`src/rtl/apb_master_bridge.sv`:
```
// APB master bridge: turns a single CPU register request into one APB SETUP/ACCESS transfer.
// Optional ACCESS-phase timeout is compiled in when APB_TIMEOUT_EN is defined.
module apb_master_bridge #(
  parameter int unsigned ADDR_W  = 8,
  parameter int unsigned DATA_W  = 8,
  parameter int unsigned DEV_W   = 4,
  parameter int unsigned NUM_DEV = 4
`ifdef APB_TIMEOUT_EN
  ,
  parameter int unsigned TIMEOUT_CYCLES = 16
`endif
) (
  input  logic              i_clk,
  input  logic              i_rst_n,
  // CPU side
  input  logic              i_apb_req,
  input  logic              i_apb_write,
  input  logic [ADDR_W-1:0] i_apb_addr,
  input  logic [DATA_W-1:0] i_apb_data,
  input  logic [DEV_W-1:0]  i_apb_device,
  output logic              o_ready,
  output logic              o_done,
  output logic [DATA_W-1:0] o_rdata,
  output logic              o_err,
  // APB side
  output logic [NUM_DEV-1:0] o_psel,
  output logic               o_penable,
  output logic               o_pwrite,
  output logic [ADDR_W-1:0]  o_paddr,
  output logic [DATA_W-1:0]  o_pwdata,
  input  logic [DATA_W-1:0]  i_prdata,
  input  logic               i_pready,
  input  logic               i_pslverr
);

  typedef enum logic [1:0] {StIdle, StSetup, StAccess} state_e;

  state_e              r_state, w_state;
  logic                r_write, w_write;
  logic [ADDR_W-1:0]   r_addr,  w_addr;
  logic [DATA_W-1:0]   r_wdata, w_wdata;
  logic [DATA_W-1:0]   r_rdata, w_rdata;
  logic [NUM_DEV-1:0]  r_sel,   w_sel;
  logic                r_done,  w_done;
  logic                r_err,   w_err;
  logic [NUM_DEV-1:0]  w_dec;
  logic                w_dev_ok;

`ifdef APB_TIMEOUT_EN
  localparam int unsigned CntW = $clog2(TIMEOUT_CYCLES) + 1;
  logic [CntW-1:0] r_cnt, w_cnt;
  logic            w_expire;

  // Expiry only on a no-ready cycle, so a late pready on the last cycle still completes normally.
  assign w_expire = (r_cnt == CntW'(TIMEOUT_CYCLES - 1)) && !i_pready;
`endif

  always_comb begin
    w_dec    = '0;
    w_dev_ok = 32'(i_apb_device) < NUM_DEV;
    for (int unsigned i = 0; i < NUM_DEV; i++) begin
      w_dec[i] = (32'(i_apb_device) == i);
    end
  end

  always_comb begin
    w_state = r_state;
    w_write = r_write;
    w_addr  = r_addr;
    w_wdata = r_wdata;
    w_rdata = r_rdata;
    w_sel   = r_sel;
    w_done  = 1'b0;
    w_err   = 1'b0;
`ifdef APB_TIMEOUT_EN
    w_cnt   = r_cnt;
`endif
    unique case (r_state)
      StIdle: begin
        if (i_apb_req) begin
          // Bus-facing regs only move for a decodable device so the bus stays quiet on errors.
          if (w_dev_ok) begin
            w_write = i_apb_write;
            w_addr  = i_apb_addr;
            w_wdata = i_apb_data;
            w_sel   = w_dec;
            w_state = StSetup;
          end else begin
            w_done = 1'b1;
            w_err  = 1'b1;
          end
        end
      end
      StSetup: begin
        w_state = StAccess;
`ifdef APB_TIMEOUT_EN
        w_cnt   = '0;
`endif
      end
      StAccess: begin
        if (i_pready) begin
          w_state = StIdle;
          w_done  = 1'b1;
          w_err   = i_pslverr;
          if (!r_write) begin
            w_rdata = i_prdata;
          end
        end
`ifdef APB_TIMEOUT_EN
        else if (w_expire) begin
          w_state = StIdle;
          w_done  = 1'b1;
          w_err   = 1'b1;
        end else begin
          w_cnt = r_cnt + CntW'(1);
        end
`endif
      end
      default: w_state = StIdle;
    endcase
  end

  always_ff @(posedge i_clk) begin
    if (!i_rst_n) begin
      r_state <= StIdle;
      r_write <= 1'b0;
      r_addr  <= '0;
      r_wdata <= '0;
      r_rdata <= '0;
      r_sel   <= '0;
      r_done  <= 1'b0;
      r_err   <= 1'b0;
`ifdef APB_TIMEOUT_EN
      r_cnt   <= '0;
`endif
    end else begin
      r_state <= w_state;
      r_write <= w_write;
      r_addr  <= w_addr;
      r_wdata <= w_wdata;
      r_rdata <= w_rdata;
      r_sel   <= w_sel;
      r_done  <= w_done;
      r_err   <= w_err;
`ifdef APB_TIMEOUT_EN
      r_cnt   <= w_cnt;
`endif
    end
  end

  assign o_ready   = (r_state == StIdle);
  assign o_done    = r_done;
  assign o_err     = r_err;
  assign o_rdata   = r_rdata;
  assign o_psel    = (r_state == StIdle) ? '0 : r_sel;
  assign o_penable = (r_state == StAccess);
  assign o_pwrite  = r_write;
  assign o_paddr   = r_addr;
  assign o_pwdata  = r_wdata;

endmodule

```
`config.mk`:
```
export PLATFORM = sky130hd
export DESIGN_NAME = apb_master_bridge
export DESIGN_NICKNAME = d
export VERILOG_FILES = /design/src/rtl/apb_master_bridge.sv
export SDC_FILE = /design/constraint.sdc
export NUM_CORES = 1
export LEC_CHECK = 0
export ABC_AREA = 1
export BUFFER_PORTS_ARGS = -buffer_cell sky130_fd_sc_hd__buf_2
export CORE_MARGIN = 2
export CORE_UTILIZATION = 45
export DETAILED_ROUTE_END_ITERATION = 10
export PLACE_DENSITY_LB_ADDON = 0.15
export REMOVE_ABC_BUFFERS = 1
export SLEW_MARGIN = 20
export SYNTH_ARGS = -nofsm -noshare
export SYNTH_HDL_FRONTEND = slang
export SYNTH_SLANG_ARGS = --single-unit
```
`constraint.sdc`:
```
create_clock -name i_clk -period 1.3 [get_ports i_clk]
set_input_delay 0.13 -clock i_clk [delete_from_list [all_inputs] [get_ports i_clk]]
set_output_delay 0.13 -clock i_clk [all_outputs]
set_load 0.1 [all_outputs]
```
==> run_results.csv, run 1 <==
group,metric,value,unit
global_routing,grt_max_degree,43,
cells_and_area,nFillCells,262,
timing,min_period,1350,ps
timing,setup_viol,6,
clock_network,clock_tree.root_cell,"clkbuf_4",
worst_hold_path,worstHoldPathType,"in -> reg",
timing,finalWorstSetupSlack,-45.4,ps
power_and_ir_drop,p_total,2.25,mW
place,routabilityCongestion,0.807,
power_and_ir_drop,p_leak,1.16,nW
power_and_ir_drop,ir_drop,0.000614,V
synthesis,synth_area_per_cell,6.59,um2
critical_path,worstPathRequired,1170,ps
route,via_per_inst,4.30,
clock_network,clkSlewWorstSetupHoldPaths,100,ps
route,drtPass1Iterations,4,
floorplanning,start_util,47.0,%
power_and_ir_drop,p_seq_share,47.6,%
synthesis,ys_warn_count,0,
timing,final_hold_viol_count,0,
synthesis,seq_area_frac_synth,46.4,%
timing,worst_pin_slew,499,ps
timing,drv_slew,0,
floorplanning,die_y,60.3,um
global_routing,gr-usage-all-layers,19.0,%
status,violations,"setup timing",
place,dp_hpwl,2.11,mm
power_and_ir_drop,switching_share,35.2,%
synthesis,ys_types,15,
critical_path,path_class,"reg -> out",
timing,hold_slack,8.72,ps
timing,fmax,0.743,GHz
cells_and_area,fin_cells,337,
route,drt.antenna.violating_nets,0,
clock_network,clkSinkCount,33,
cells_and_area,fin_util,69.1,%
route,vias,1450,
cells_and_area,area_growth,46.9,%
global_routing,grt_pass1_vias,1317,
clock_network,clock_path_buffers,2,
power_and_ir_drop,comb_power_share,26.1,%
place,io_buffers,66,
global_routing,overflow,0,
critical_path,cpPeakStageDelay,370,ps
timing,fin_crit_sh,103,%
cells_and_area,drive_gt1_share,32.1,%
floorplanning,num_io_pins,67,
clock_network,cts_tree,"done",
floorplanning,core,0.00303,mm2
route,drc_errors,0,
cells_and_area,n_antenna_cell,0,
status,status,"complete, but fails checks",
synthesis,yosys.area.top_type_share,46.4,%
synthesis,syn-cell-area,0.00142,mm2
critical_path,worstPathCellList,"nor2_4 > buf_12 > nor2_4 > buf_12",
synthesis,synthTopCellsByArea,"dfxtp_1 (46%), nor2_1 (18%), nand2_1 (14%), inv_1 (9.2%), nand4_1 (4.0%)",
synthesis,synth_cells,216,
floorplanning,die_x,60.3,um
clock_network,cts_made_buffers,5,
place,placedCellCount,322,
critical_path,path_delay_family,"flip-flops",
clock_network,htree_levels,2,
floorplanning,dieArea,0.00363,mm2
floorplanning,fp-row-count,20,
power_and_ir_drop,p_int,1.46,mW
critical_path,critPathArrivalTime,1220,ps
global_routing,grt_pass1_wl,5.14,mm
critical_path,startpoint_type,"flop",
power_and_ir_drop,pwr-share-clk,26.2,%
route,detail_route.wl_per_cell,9.58,um
power_and_ir_drop,power_switching,0.790,mW
clock_network,clock_latency,340,ps
timing,max_slew_margin,67.0,%
critical_path,crit_buf_inv,2,
critical_path,crit_fanout,4,
synthesis,synth-seq-cells,33,
critical_path,cp-end-kind,"output port",
timing,clock_skew,7.64,ps
cells_and_area,nNetsFinal,327,
route,wirelength,3.23,mm
critical_path,cp_slowest_cell,"dfxtp_4",
timing,rsz0062_at_grt,"yes",
global_routing,antenna_found_initial,0,
timing,setup_tns,-179,ps
power_and_ir_drop,powerDensity,1070,mW/mm2
synthesis,synth_top_area_cell,"dfxtp_1",
run,maxCapViolCount,0,
route,drt_iter0_drc,50,
==> sequential cells by signal, summed over array words and instances, names as in the netlist <==
register and flops:
o_pwdata 8, o_pwrite 1, r_sel 4, r_state 2, o_err 1, o_done 1
o_paddr 8, o_rdata 8
==> final timing paths <==
path                  from           to  slack, ps  cells after the start
max             r_state[0]    o_psel[0]        -50                      4
max reg2reg     r_state[0]  o_pwdata[2]         80                      6
min          i_apb_data[3]  o_pwdata[3]          9                      3
min reg2reg     o_rdata[0]   o_rdata[0]        490                      2
==> area by class of cell <==
cell class	count	area [um2]	area share (%)
clock buffers	7	55.1	2.63
repair buffers	79	569	27.2
multi-input cells	138	609	29.1
flip-flops and latches	33	668	31.9
well taps	44	55.1	2.63
inverters	36	135	6.46
==> logic make-up (layout without fill, tap and decap cells) <==
logic type	count (synthesis)	count (layout)	synth area share [%]
AOI/OAI and AO/OA	3	3	1.05
buffers and inverters	45	122	13.4
DFF	33	33	46.4
and+or+nand+nor	135	135	39.1
==> Yosys cell counts (all sizes together) <==
library cell / count
a21oi: 3
buf: 6
clkbuf: 3
clkinv: 1
dfxtp: 33
inv: 35
nand2: 53
nand3: 3
nand3b: 1
nand4: 9
nor2: 69
==> through the flow <==
| step | area, um2 | worst slack [ps] |
|---|---|---|
| after floorplan | 1370 | -1130 |
| after global placement | 1910 | 127 |
| after detailed placement | 1910 | 115 |
| after CTS | 2020 | -27.3 |
| after global routing | 2090 | -90.5 |
| final | 2090 | -45.4 |
==> routing by layer <==
| metal | GRT usage (%) | vias up | routed length [um] |
|---|---|---|---|
| met2 | 32.5 | 44 | 1510 |
| met1 | 20.5 | 613 | 1380 |
| met4 | 9.52 | 0 | 70 |
| met5 | 0 | - | 0 |
| li1 | - | 785 | - |
| met3 | 6.93 | 8 | 266 |
==> what timing repair did <==
| action | in CTS | in global routing |
|---|---|---|
| buffers inserted | 2 | 3 |
| hold endpoints to repair | 3 | 0 |
| gates cloned | 0 | 0 |
| setup endpoints to repair | 6 | 30 |
| resized for setup | 7 | 11 |
| hold buffers | 3 | 0 |
| pin swaps | 1 | 2 |
==> power by group through the flow <==
stage / Sequential, mW / Combinational (mW) / Clock, mW
final: 1.07 / 0.587 / 0.589
after global routing: 1.08 / 0.633 / 0.645
after CTS: 1.07 / 0.570 / 0.600
after detailed placement: 1.10 / 0.556 / 0
after global placement: 1.10 / 0.554 / 0
after floorplan: 1.36 / 0.140 / 0
==> placed cells by master, fill, tap and decap left out, drive strengths merged <==
cell type and count:
dfxtp 33, nand3b 1, nand4 9, nand2 53, buf 75, nand3 3, a21oi 3, dlygate4sd3 3
clkbuf 8, nor2 69, inv 35, clkinv 1
==> worst register-to-register path, stage by stage (launching register included) <==
cell and delay (ps):
dfxtp_4 370, nor2_4 150, buf_4 160, nand3_4 70, buf_12 180, nor2_1 130, nor2_1 50
No activity file was read; power rests on OpenSTA's default activity.
==> run 2: changes to the inputs <==
- ABC_AREA: 1 -> default
==> run 2 against run 1 <==
The run still ends with setup timing left. Setup slack got worse by 89 ps. Design area shrank 3.6%. Synthesized cell count fell by 34%. Clock power decreased by 4.1%. Area after synthesis shrank 2.4%. Clock skew down 5.4 ps. Combinational power is 26% lower. Critical path depth stayed put. Via count shrank 17%. Critical path type unchanged. Critical endpoint is now o_psel[2]. Largest power group unchanged. Highest routed layer unchanged.
==> run_results.csv, run 2 <==
group,metric,value,unit
route,drt.antenna.violating_nets,0,
route,vias,1201,
synthesis,synth_most_common_cell,"nand2_1",
synthesis,ys_types,20,
cells_and_area,final_cell_mix,"buf_2 (60), nand2_1 (40), dfxtp_1 (31)",
route,drtPass1Iterations,4,
power_and_ir_drop,powerDensity,1020,mW/mm2
timing,min_period,1430,ps
synthesis,synth-seq-cells,33,
global_routing,grt_pass1_vias,1097,
timing,setup_viol,21,
power_and_ir_drop,p_int,1.43,mW
power_and_ir_drop,comb_power_share,21.2,%
synthesis,synth_area_per_cell,9.79,um2
critical_path,worstPathRequired,1170,ps
synthesis,synth_top_area_cell,"dfxtp_1",
synthesis,synth-edff-count,0,
route,drc_errors,0,
timing,fmax,0.697,GHz
power_and_ir_drop,p_seq_share,51.3,%
timing,finalWorstSetupSlack,-134,ps
status,status,"complete, but fails checks",
timing,setup_tns,-966,ps
synthesis,async_reset_ff_share,0,%
critical_path,critPathArrivalTime,1300,ps
cells_and_area,final_area,0.00202,mm2
route,via_per_inst,4.80,
cells_and_area,drive_gt1_share,43.3,%
critical_path,cp-end-kind,"output port",
floorplanning,fp-row-count,20,
power_and_ir_drop,ir_drop,0.000566,V
timing,final_hold_viol_count,0,
route,drt_iter0_drc,30,
clock_network,clkSlewWorstSetupHoldPaths,90,ps
place,dp_hpwl,2.04,mm
timing,clock_skew,2.22,ps
clock_network,cts_tree,"done",
floorplanning,die_x,59.6,um
power_and_ir_drop,power_switching,0.616,mW
global_routing,overflow,0,
global_routing,antenna_found_initial,0,
place,io_buffers,66,
timing,drv_slew,0,
critical_path,path_class,"reg -> out",
worst_hold_path,worstHoldPathType,"in -> reg",
floorplanning,num_io_pins,67,
cells_and_area,n_antenna_cell,0,
route,wirelength,2.97,mm
synthesis,syn-cell-area,0.00139,mm2
cells_and_area,area_growth,45.0,%
clock_network,clkSinkCount,33,
synthesis,seq_area_frac_synth,47.5,%
synthesis,ys_warn_count,0,
synthesis,synthTopCellsByCount,"nand2_1 (40), dfxtp_1 (33), mux2i_1 (29), nor2b_1 (10)",
critical_path,worstPathCellList,"nor2_4 > buf_6 > and2b_2 > buf_12",
critical_path,startpoint_type,"flop",
global_routing,grt_pass1_wl,4.55,mm
timing,worst_pin_slew,495,ps
route,detail_route.wl_per_cell,11.9,um
clock_network,clock_latency,320,ps
critical_path,cpPeakStageDelay,370,ps
run,maxCapViolCount,0,
critical_path,cp_slowest_cell,"dfxtp_4",
place,placedInstanceArea,0.00184,mm2
synthesis,synthTopCellsByArea,"dfxtp_1 (48%), mux2i_1 (21%), nand2_1 (11%), nor2b_1 (4.5%), and2b_2 (3.2%)",
synthesis,synth_flop_cell,"dfxtp_1",
floorplanning,dieArea,0.00355,mm2
status,violations,"setup timing",
floorplanning,die_y,59.6,um
cells_and_area,nFillCells,272,
place,routabilityCongestion,0.675,
timing,max_slew_margin,67.2,%
timing,fin_crit_sh,110,%
clock_network,htree_levels,2,
critical_path,crit_fanout,5,
floorplanning,core,0.00300,mm2
global_routing,gr-usage-all-layers,17.2,%
floorplanning,start_util,46.3,%
power_and_ir_drop,switching_share,30.1,%
global_routing,grt_max_degree,54,
power_and_ir_drop,pwr-share-clk,27.6,%
cells_and_area,final_common_cell,"buf_2",
clock_network,cts_made_buffers,5,
synthesis,yosys.area.top_type_share,47.5,%
clock_network,clock_path_buffers,2,
power_and_ir_drop,p_leak,0.923,nW
clock_network,clock_tree.root_cell,"clkbuf_4",
synthesis,synth_cells,142,
cells_and_area,nNetsFinal,251,
timing,rsz0062_at_grt,"yes",
clock_network,holdBufCountCts,0,
==> run 2: cell count changes in the layout (fill, tap and decap cells not counted), moves of 9 or more <==
cell,delta
inv_1,-34
mux2i_1,+29
nand2_1,-13
nand4_1,-9
nor2_1,-60
nor2b_1,+10
==> run 2: routing by layer <==
layer / GRT usage [%] / up-vias / part of all wire, %
li1: - / 609 / -
met1: 17.5 / 542 / 38
met2: 32.3 / 43 / 54
met3: 4.80 / 7 / 6.4
met4: 7.62 / 0 / 1.6
met5: 0 / - / 0
==> run 2: worst paths after layout <==
kind            startpoint         end  slack [ps]  cells past startpoint
max             r_state[0]   o_psel[2]        -130                      4
min          i_apb_addr[5]  o_paddr[5]          40                      3
max reg2reg     r_state[0]  o_paddr[0]         -60                      6
min reg2reg     o_paddr[5]  o_paddr[5]         460                      2
==> run 2: final cells by class <==
type / instances / area [um2] / share of cell area (%)
Multi-Input combinational cell: 99 / 657 / 32.6
Tap cell: 33 / 41.3 / 2.05
Timing Repair Buffer: 78 / 594 / 29.5
Clock buffer: 7 / 55.1 / 2.73
Sequential cell: 33 / 668 / 33.1
==> run 2: timing repair <==
item	4_1_cts	5_1_grt
buffers inserted	3	3
pin swaps	1	2
cloned	0	3
resized for setup	5	4
setup endpoints to repair	6	27
==> run 2: per-stage QoR <==
step	hold WS (ps)	cells	setup slack, ps	utilization [%]	total power, mW
after CTS	22.1	246	-147	64.5	2.05
after global placement	377	236	156	61.4	1.47
after detailed placement	382	236	93.1	61.4	1.48
after global routing	46.8	250	-199	67.1	2.14
after floorplan	247	132	-1190	-	1.34
final	43.0	250	-134	67.1	2.05
==> run 2: power groups by stage <==
stage / clock network (mW) / registers (mW) / logic (mW)
floorplan: 0 / 1.25 / 0.0933
detailed placement: 0 / 1.08 / 0.405
CTS: 0.587 / 1.05 / 0.413
global placement: 0 / 1.07 / 0.397
finish: 0.565 / 1.05 / 0.433
global route: 0.629 / 1.05 / 0.459
==> run 2: logic make-up after synthesis <==
group | synth area share, %
and+or+nand+nor | 24.4
DFF | 47.5
muxes | 20.9
AOI/OAI and AO/OA | 1.26
buffers and inverters | 5.94
==> run 2: critical path, delay by kind of cell (launching register included) <==
family / cells / cell delay [ps]
and+or+nand+nor: 2 / 340
DFF: 1 / 370
buffers and inverters: 2 / 270
==> run 3: changes to the inputs <==
- CORE_MARGIN: 2 -> 1.5
==> run 3 against run 2 <==
Clock skew increased by 2.8 ps. Highest routed layer unchanged. Sequential share of layout area increased by 0.42 points. Power increased by 10%. Routed wire length decreased by 8.0%. Die area decreased by 3.3%. Clock-buffer cell count unchanged. Core utilization increased by 2.1 points. First-iteration DRC count decreased by 70%. The run still ends with setup timing left. Cell count decreased by 1.6%. Global-route usage decreased by 0.52 points.
==> run_results.csv, run 3 (synthesis gave the netlist of run 2 again) <==
group,metric,value,unit
route,via_per_inst,4.76,
floorplanning,core,0.00285,mm2
timing,setup_viol,5,
power_and_ir_drop,p_leak,0.909,nW
power_and_ir_drop,powerDensity,1140,mW/mm2
place,placedInstanceArea,0.00183,mm2
power_and_ir_drop,ir_drop,0.000747,V
floorplanning,die_x,58.6,um
floorplanning,start_util,48.7,%
timing,fmax,0.701,GHz
critical_path,worstPathRequired,1170,ps
cells_and_area,nNetsFinal,248,
timing,final_hold_viol_count,0,
clock_network,clock_latency,330,ps
global_routing,antenna_found_initial,0,
global_routing,overflow,0,
critical_path,r2r_slack,20,ps
critical_path,cp-end-kind,"output port",
global_routing,grt_pass1_wl,4.34,mm
cells_and_area,fin_cells,246,
worst_hold_path,worstHoldPathType,"in -> reg",
clock_network,clkSinkCount,33,
route,drt.antenna.violating_nets,0,
timing,drv_slew,0,
timing,max_slew_margin,67.1,%
cells_and_area,final_common_cell,"buf_2",
route,drc_errors,0,
timing,rsz0062_at_grt,"yes",
clock_network,clock_path_buffers,2,
route,wirelength,2.73,mm
status,status,"complete, but fails checks",
critical_path,path_class,"reg -> out",
place,placedCellCount,234,
route,detail_route.wl_per_cell,11.1,um
cells_and_area,area_growth,42.1,%
place,dp_hpwl,1.91,mm
clock_network,cts_made_buffers,5,
global_routing,gr-usage-all-layers,16.7,%
critical_path,startpoint_type,"flop",
critical_path,critPathArrivalTime,1300,ps
clock_network,cts_tree,"done",
timing,min_period,1430,ps
route,vias,1170,
place,routabilityCongestion,0.682,
clock_network,clkSlewWorstSetupHoldPaths,100,ps
place,io_buffers,66,
cells_and_area,final_cell_mix,"buf_2 (58), nand2_1 (40), dfxtp_1 (31)",
global_routing,grt_pass1_vias,1010,
floorplanning,num_io_pins,67,
cells_and_area,drive_gt1_share,42.8,%
cells_and_area,final_area,0.00198,mm2
timing,finalWorstSetupSlack,-127,ps
route,drtPass1Iterations,4,
global_routing,grt_max_degree,54,
timing,clock_skew,5.00,ps
timing,fin_crit_sh,110,%
timing,worst_pin_slew,497,ps
route,drt_iter0_drc,9,
critical_path,crit_fanout,6,
cells_and_area,n_antenna_cell,0,
floorplanning,fp-row-count,19,
run,maxCapViolCount,0,
floorplanning,dieArea,0.00343,mm2
status,violations,"setup timing",
floorplanning,die_y,58.6,um
power_and_ir_drop,p_total,2.25,mW
clock_network,clock_tree.root_cell,"clkbuf_4",
clock_network,htree_levels,2,
place,dpl_worst_slack,110,ps
-- run 3: critical path, cell delays in order (launching register included) --
cell and delay (ps):
dfxtp_2 350, nor2_4 110, buf_6 120, and2b_2 230, buf_12 160
-- run 3: area by class of cell --
type / count / area, um2
Tap cell: 31 / 38.8
Clock inverter: 1 / 30.0
Sequential cell: 33 / 663
Timing Repair Buffer: 75 / 529
Fill cell: 224 / 877
Multi-Input combinational cell: 99 / 659
Clock buffer: 7 / 55.1
-- run 3: repair_timing --
action	4_1_cts	5_1_grt
hold buffers	0	0
gates cloned	0	0
resized for setup	5	5
pin swaps	0	2
setup buffers	5	0
endpoints found under the setup margin	5	16
-- run 3: path summary, 6_finish.rpt --
check | from | to | depth (start not counted)
worst min register to register | o_pwdata[6] | o_pwdata[6] | 2
worst min-delay path | i_apb_data[6] | o_pwdata[6] | 3
worst max register to register | r_state[0] | o_rdata[4] | 5
worst max-delay path | r_state[1] | o_psel[0] | 4
-- run 3: through the flow --
step	util (%)	TNS [ps]	hold slack [ps]
6_report	69.3	-509	31.8
3_5_place_dp	64.1	0	389
3_3_place_gp	64.1	0	377
5_1_grt	69.3	-1010	16.5
2_1_floorplan	-	-33830	247
4_1_cts	68.6	-630	17.4
-- run 3: per-layer routing --
layer	share of wire, %	track usage (%)	vias up	routed length (um)
met1	42	20.6	505	1160
met3	8.9	7.03	7	243
li1	-	-	606	-
met5	0	0	-	0
met2	47	26.3	52	1290
met4	1.5	5.84	0	40
-- run 3: where the power goes --
group | leakage (nW) | internal (mW) | switching, mW
logic | 0.595 | 0.125 | 0.287
registers | 0.269 | 1.04 | 0.0136
clock network | 0.0455 | 0.459 | 0.330
total | 0.909 | 1.62 | 0.631
